File: src/rtl/tp_gpio_arbiter_if.sv
// Requester handshake plus Avalon-MM write port of the test-point GPIO arbiter.
// slave: arbiter side; master: requesters / bus observer side.
interface tp_gpio_arbiter_if #(
  parameter int unsigned NREQ = 4
);
  logic [NREQ-1:0]   req;
  logic [2*NREQ-1:0] req_op;
  logic [8*NREQ-1:0] req_data;
  logic [NREQ-1:0]   ack;
  logic              busy;
  logic [7:0]        gpio_shadow;
  logic [2:0]        avm_address;
  logic              avm_chipselect;
  logic              avm_write_n;
  logic [31:0]       avm_writedata;

  modport slave (
    input  req, req_op, req_data,
    output ack, busy, gpio_shadow,
    output avm_address, avm_chipselect, avm_write_n, avm_writedata
  );

  modport master (
    output req, req_op, req_data,
    input  ack, busy, gpio_shadow,
    input  avm_address, avm_chipselect, avm_write_n, avm_writedata
  );
endinterface

File: src/rtl/tp_gpio_arbiter.sv
// Round-robin arbiter sharing the 8-bit test-point PIO between NREQ requesters.
// Issues single-cycle PIO writes (WRITE/SET/CLEAR/PULSE) and mirrors the PIO output register.
module tp_gpio_arbiter #(
  parameter int unsigned NREQ         = 4,
  parameter int unsigned PULSE_CYCLES = 16,
  parameter int unsigned CW           = 8
) (
  input  logic              clk,
  input  logic              reset_n,
  tp_gpio_arbiter_if.slave  bus
);

  localparam int unsigned IW = (NREQ > 1) ? $clog2(NREQ) : 1;

  localparam logic [1:0] OP_WRITE = 2'b00;
  localparam logic [1:0] OP_CLEAR = 2'b10;
  localparam logic [1:0] OP_PULSE = 2'b11;

  localparam logic [2:0] ADDR_DATA = 3'd0;
  localparam logic [2:0] ADDR_SET  = 3'd4;
  localparam logic [2:0] ADDR_CLR  = 3'd5;

  typedef enum logic [2:0] {
    S_IDLE,
    S_ISSUE,
    S_HOLD,
    S_ISSUE_CLR,
    S_ACK
  } state_t;

  state_t          state_q, state_d;
  logic [IW-1:0]   last_q, last_d;
  logic [1:0]      op_q, op_d;
  logic [7:0]      data_q, data_d;
  logic [CW-1:0]   cnt_q, cnt_d;
  logic [7:0]      shadow_q, shadow_d;
  logic [NREQ-1:0] ack_q, ack_d;
  logic            busy_q, busy_d;
  logic            cs_q, cs_d;
  logic            write_n_q, write_n_d;
  logic [2:0]      addr_q, addr_d;
  logic [7:0]      wdata_q, wdata_d;

  logic            found_c;
  logic [IW-1:0]   pick_c;

  // First pending request searching upward from the requester after the last grant.
  always_comb begin : rr_search
    int unsigned idx;
    found_c = 1'b0;
    pick_c  = last_q;
    idx     = 0;
    for (int unsigned k = 1; k <= NREQ; k++) begin
      idx = (32'(last_q) + k) % NREQ;
      if (!found_c && bus.req[IW'(idx)]) begin
        found_c = 1'b1;
        pick_c  = IW'(idx);
      end
    end
  end

  // Next state, latched request, hold counter and shadow register.
  always_comb begin
    state_d  = state_q;
    last_d   = last_q;
    op_d     = op_q;
    data_d   = data_q;
    cnt_d    = cnt_q;
    shadow_d = shadow_q;

    case (state_q)
      S_IDLE: begin
        if (found_c) begin
          last_d  = pick_c;
          op_d    = bus.req_op[{pick_c, 1'b0} +: 2];
          data_d  = bus.req_data[{pick_c, 3'b000} +: 8];
          state_d = S_ISSUE;
        end
      end
      S_ISSUE: begin
        case (op_q)
          OP_WRITE: shadow_d = data_q;
          OP_CLEAR: shadow_d = shadow_q & ~data_q;
          default:  shadow_d = shadow_q | data_q;
        endcase
        if (op_q == OP_PULSE) begin
          state_d = S_HOLD;
          cnt_d   = CW'(PULSE_CYCLES - 1);
        end else begin
          state_d = S_ACK;
        end
      end
      S_HOLD: begin
        if (cnt_q == '0) begin
          state_d = S_ISSUE_CLR;
        end else begin
          cnt_d = cnt_q - CW'(1);
        end
      end
      S_ISSUE_CLR: begin
        shadow_d = shadow_q & ~data_q;
        state_d  = S_ACK;
      end
      S_ACK:   state_d = S_IDLE;
      default: state_d = S_IDLE;
    endcase
  end

  // Outputs are decoded from the next state so they appear registered in the state they belong to.
  always_comb begin
    busy_d    = (state_d != S_IDLE);
    ack_d     = '0;
    cs_d      = 1'b0;
    write_n_d = 1'b1;
    addr_d    = ADDR_DATA;
    wdata_d   = 8'h00;

    case (state_d)
      S_ISSUE: begin
        cs_d      = 1'b1;
        write_n_d = 1'b0;
        wdata_d   = data_d;
        case (op_d)
          OP_WRITE: addr_d = ADDR_DATA;
          OP_CLEAR: addr_d = ADDR_CLR;
          default:  addr_d = ADDR_SET;
        endcase
      end
      S_ISSUE_CLR: begin
        cs_d      = 1'b1;
        write_n_d = 1'b0;
        wdata_d   = data_d;
        addr_d    = ADDR_CLR;
      end
      S_ACK:   ack_d[last_d] = 1'b1;
      default: ;
    endcase
  end

  always_ff @(posedge clk or negedge reset_n) begin
    if (!reset_n) begin
      state_q   <= S_IDLE;
      last_q    <= IW'(NREQ - 1);
      op_q      <= 2'b00;
      data_q    <= 8'h00;
      cnt_q     <= '0;
      shadow_q  <= 8'h00;
      ack_q     <= '0;
      busy_q    <= 1'b0;
      cs_q      <= 1'b0;
      write_n_q <= 1'b1;
      addr_q    <= 3'd0;
      wdata_q   <= 8'h00;
    end else begin
      state_q   <= state_d;
      last_q    <= last_d;
      op_q      <= op_d;
      data_q    <= data_d;
      cnt_q     <= cnt_d;
      shadow_q  <= shadow_d;
      ack_q     <= ack_d;
      busy_q    <= busy_d;
      cs_q      <= cs_d;
      write_n_q <= write_n_d;
      addr_q    <= addr_d;
      wdata_q   <= wdata_d;
    end
  end

  assign bus.ack            = ack_q;
  assign bus.busy           = busy_q;
  assign bus.gpio_shadow    = shadow_q;
  assign bus.avm_chipselect = cs_q;
  assign bus.avm_write_n    = write_n_q;
  assign bus.avm_address    = addr_q;
  assign bus.avm_writedata  = {24'h000000, wdata_q};

endmodule
File: src/flat_wrapper.sv
// flat-port wrapper written by rule: the top's interface ports become plain ports
module tp_gpio_arbiter_flat 
#(
  parameter int unsigned NREQ         = 4,
  parameter int unsigned PULSE_CYCLES = 16,
  parameter int unsigned CW           = 8
)
  (clk, reset_n, bus_req, bus_req_op, bus_req_data, bus_ack, bus_busy, bus_gpio_shadow, bus_avm_address, bus_avm_chipselect, bus_avm_write_n, bus_avm_writedata);
  tp_gpio_arbiter_if #(.NREQ(NREQ)) bus_i ();
  input  logic clk;
  input  logic reset_n;
  input wire logic [$bits(bus_i.req)-1:0] bus_req;
  input wire logic [$bits(bus_i.req_op)-1:0] bus_req_op;
  input wire logic [$bits(bus_i.req_data)-1:0] bus_req_data;
  output wire logic [$bits(bus_i.ack)-1:0] bus_ack;
  output wire logic [$bits(bus_i.busy)-1:0] bus_busy;
  output wire logic [$bits(bus_i.gpio_shadow)-1:0] bus_gpio_shadow;
  output wire logic [$bits(bus_i.avm_address)-1:0] bus_avm_address;
  output wire logic [$bits(bus_i.avm_chipselect)-1:0] bus_avm_chipselect;
  output wire logic [$bits(bus_i.avm_write_n)-1:0] bus_avm_write_n;
  output wire logic [$bits(bus_i.avm_writedata)-1:0] bus_avm_writedata;
  assign bus_i.req = bus_req;
  assign bus_i.req_op = bus_req_op;
  assign bus_i.req_data = bus_req_data;
  assign bus_ack = bus_i.ack;
  assign bus_busy = bus_i.busy;
  assign bus_gpio_shadow = bus_i.gpio_shadow;
  assign bus_avm_address = bus_i.avm_address;
  assign bus_avm_chipselect = bus_i.avm_chipselect;
  assign bus_avm_write_n = bus_i.avm_write_n;
  assign bus_avm_writedata = bus_i.avm_writedata;
  tp_gpio_arbiter #(.NREQ(NREQ), .PULSE_CYCLES(PULSE_CYCLES), .CW(CW)) u_core (.clk(clk), .reset_n(reset_n), .bus(bus_i));
endmodule
File: config.mk
export PLATFORM = sky130hd
export DESIGN_NAME = tp_gpio_arbiter_flat
export DESIGN_NICKNAME = d
export VERILOG_FILES = /design/src/rtl/tp_gpio_arbiter_if.sv /design/src/rtl/tp_gpio_arbiter.sv /design/src/flat_wrapper.sv
export SDC_FILE = /design/constraint.sdc
export NUM_CORES = 1
export LEC_CHECK = 0
export BUFFER_PORTS_ARGS = -buffer_cell sky130_fd_sc_hd__buf_2
export CORE_MARGIN = 2
export CORE_UTILIZATION = 47
export CTS_BUF_LIST = sky130_fd_sc_hd__clkbuf_4
export DETAILED_ROUTE_END_ITERATION = 8
export PLACE_DENSITY = 0.84
export RECOVER_POWER = 100
export SLEW_MARGIN = 25
export SYNTH_ARGS = -nofsm -noshare
export SYNTH_HDL_FRONTEND = slang
export SYNTH_SLANG_ARGS = --single-unit
File: constraint.sdc
create_clock -name clk -period 2 [get_ports clk]
set_clock_uncertainty 0.15 [all_clocks]
set_input_delay 0.2 -clock clk [delete_from_list [all_inputs] [get_ports clk]]
set_output_delay 0.2 -clock clk [all_outputs]
set_load 0.05 [all_outputs]
==> reports/results.tsv <==
metric	value	unit
drc	0	
cts_tree	built	
io_buffers	70	
syn_area_per_cell	9.05	um2
grt_pass1_wl	10.8	mm
dp_slack	-158	ps
vias	2575	
root_buffer	clkbuf_4	
relSlewSlack	0.228	
synthFlopType	dfrtp_1	
rsz0062_at_grt	yes	
p_total	6.37	mW
irDropWorstVdd	0.989	mV
ys_seq_area_frac	0.438	
critPathMaxStageDelay	600	ps
place_hpwl	4.94	mm
drt_first_pass_iters	4	
ios	96	
post-route-period-util	1.10	
slew_violations	0	
rows	27	
power_density	1810	nW/um2
htreeDepth	2	
grt_max_degree	49	
cts_max_path_buffers	2	
layout.nets	453	
die_w	80.5	um
maxCapViolations	0	
crit_type	register to register	
worst_pin_slew	1160	ps
cp.buffers_inverters	0	
dieArea	6480	um2
clock-sinks	48	
clk_latency	360	ps
synth-seq-cells	48	
timing.fmax	0.456	GHz
path_delay_family	compound AO/OA/AOI/OAI gates	
async_reset_ff_frac	1.00	
gp_congestion	0.858	
fin_cells	478	
clk_pin_slew_worst_paths	130	ps
die_h	80.5	um
tns	-1720	ps
rr_startpoint	u_core.last_q[0]	
synthToLayoutAreaGrowth	28.2	%
vias_per_cell	5.39	
synth_cells	304	
p_leak	1.65	nW
critPathMaxFanout	4	
path_cells	nor2b_2, o21a_1, nor3_4, mux2_4, a221oi_4, a41oi_2	
dp_cells	463	
yosysWarnings	0	
detail_route.wl_per_cell	15.2	um
antenna_cells	0	
syn_area	2750	um2
hp-start	bus_req_data[17]	
overflow	0	
slowest_stage	dfstp_2	
hold_viol	0	
ant_nets	0	
core	5570	um2
setup_ws	-194	ps
min_period	2190	ps
start_util	0.493	
drive_above_1_share	0.328	
endpoint_kind	register	
routed_wl	7.29	mm
start_kind	register	
first_iter_violations	212	
antenna_found_initial	0	
violations	negative setup slack	
synth-edff-count	0	
critPathArrivalTime	2270	ps
hp-class	input pin to register	
ys_types	54	
grt_usage	0.213	
cts_made_buffers	5	
setup_viol	16	
grt_pass1_vias	2285	
utilization	0.632	
crit_required	2080	ps
startpoint	u_core.last_q[0]	
status	finished with violations	
==> logic make-up after synthesis <==
logic type,after synthesis,share of synthesized area
AOI/OAI and AO/OA,77,0.183
xor gates and xnor gates,5,0.0159
adders and majority gates,1,0.00455
buffers and inverters,51,0.109
DFF,48,0.438
muxes,5,0.0191
other,1,0.00136
and+or+nand+nor,116,0.229
==> cells in the mapped netlist, types with 2 or more instances <==
cell / number / area share
a21oi_1: 27 / 0.049
a31o_1: 2 / 0.0064
a31o_2: 6 / 0.019
and2_0: 6 / 0.014
and2_1: 11 / 0.025
buf_2: 3 / 0.0055
buf_4: 26 / 0.071
clkbuf_1: 12 / 0.016
dfrtp_1: 45 / 0.41
dfstp_2: 3 / 0.029
inv_1: 7 / 0.0096
mux2_2: 2 / 0.0082
mux2i_1: 3 / 0.011
nand2_1: 18 / 0.025
nand2b_1: 6 / 0.014
nand3_1: 34 / 0.062
nand4_1: 2 / 0.0045
nor2_1: 15 / 0.020
nor2b_1: 3 / 0.0068
nor3_1: 8 / 0.015
o21a_1: 2 / 0.0055
o21ai_0: 27 / 0.049
or3_1: 2 / 0.0045
xnor2_1: 2 / 0.0064
xor2_1: 3 / 0.0096
==> placed cells by master, fill, tap and decap left out, drive strengths merged, types with 10 or more instances in the layout <==
cell type and instances:
nor2 15, nand3 34, o21ai 27, buf 86
and2 17, nand2 18, nor3 10, dfrtp 45
a21oi 28, clkbuf 33, conb 25
==> worst min-delay path, stage by stage <==
cell	delay, ps
buf_2	80
nand3_1	50
nand3_1	80
a31o_1	150
==> power breakdown <==
group	total (mW)	internal [mW]	switching, mW	leakage, nW
logic	4.18	1.58	2.60	1.03
registers	1.75	1.43	0.316	0.590
clock network	0.439	0.144	0.295	0.0315
total	6.37	3.16	3.21	1.65
==> what timing repair did <==
item | in CTS | in global routing
pin swaps | 5 | 15
buffers inserted | 0 | 7
hold endpoints to repair | 45 | 0
setup endpoints to repair | 23 | 28
resized for setup | 3 | 26
hold buffers | 1 | 0
==> path summary, 6_finish.rpt <==
kind / slack (ps) / depth (start not counted) / to
worst max-delay path: -190 / 6 / u_core.bus.avm_address[2]
worst min-delay path: 80 / 4 / u_core.data_q[1]
worst max register to register: -190 / 6 / u_core.bus.avm_address[2]
worst min register to register: 400 / 2 / u_core.bus.gpio_shadow[3]
max in group asynchronous: 470 / 3 / u_core.data_q[4]
min in group asynchronous: 530 / 3 / u_core.bus.gpio_shadow[7]
==> state kept, by name, summed over array words and instances (netlist names) <==
register / count
u_core.bus.gpio_shadow: 8
u_core.cnt_q: 8
u_core.data_q: 8
u_core.wdata_q: 8
u_core.bus.ack: 4
u_core.state_q: 3
u_core.bus.avm_address: 2
u_core.last_q: 2
u_core.op_q: 2
u_core.bus.avm_chipselect: 1
u_core.bus.avm_write_n: 1
u_core.bus.busy: 1
==> stage by stage <==
stage | area [um2] | hold slack [ps]
finish | 3520 | 82.8
global route | 3520 | 68.7
CTS | 3380 | 66.2
detailed placement | 3300 | 180
global placement | 3300 | 172
floorplan | 2860 | -246
==> cell type report <==
| type | instances | area (um2) |
|---|---|---|
| Clock buffer | 6 | 45.0 |
| Clock inverter | 1 | 5.00 |
| Fill cell | 465 | 2050 |
| Inverter | 8 | 30.0 |
| Multi-Input combinational cell | 229 | 1490 |
| Sequential cell | 48 | 1200 |
| Tap cell | 72 | 90.1 |
| Timing Repair Buffer | 114 | 662 |
==> metal layers <==
metal | vias to the layer above | global-route usage | routed length (um) | part of all wire
met5 | - | 0 | 0 | 0
met4 | 0 | 0.0576 | 153 | 0.021
met3 | 14 | 0.0292 | 466 | 0.064
met2 | 109 | 0.350 | 3650 | 0.50
met1 | 1227 | 0.295 | 3020 | 0.41
li1 | 1225 | - | - | -
(Power assumes the default switching activity.)
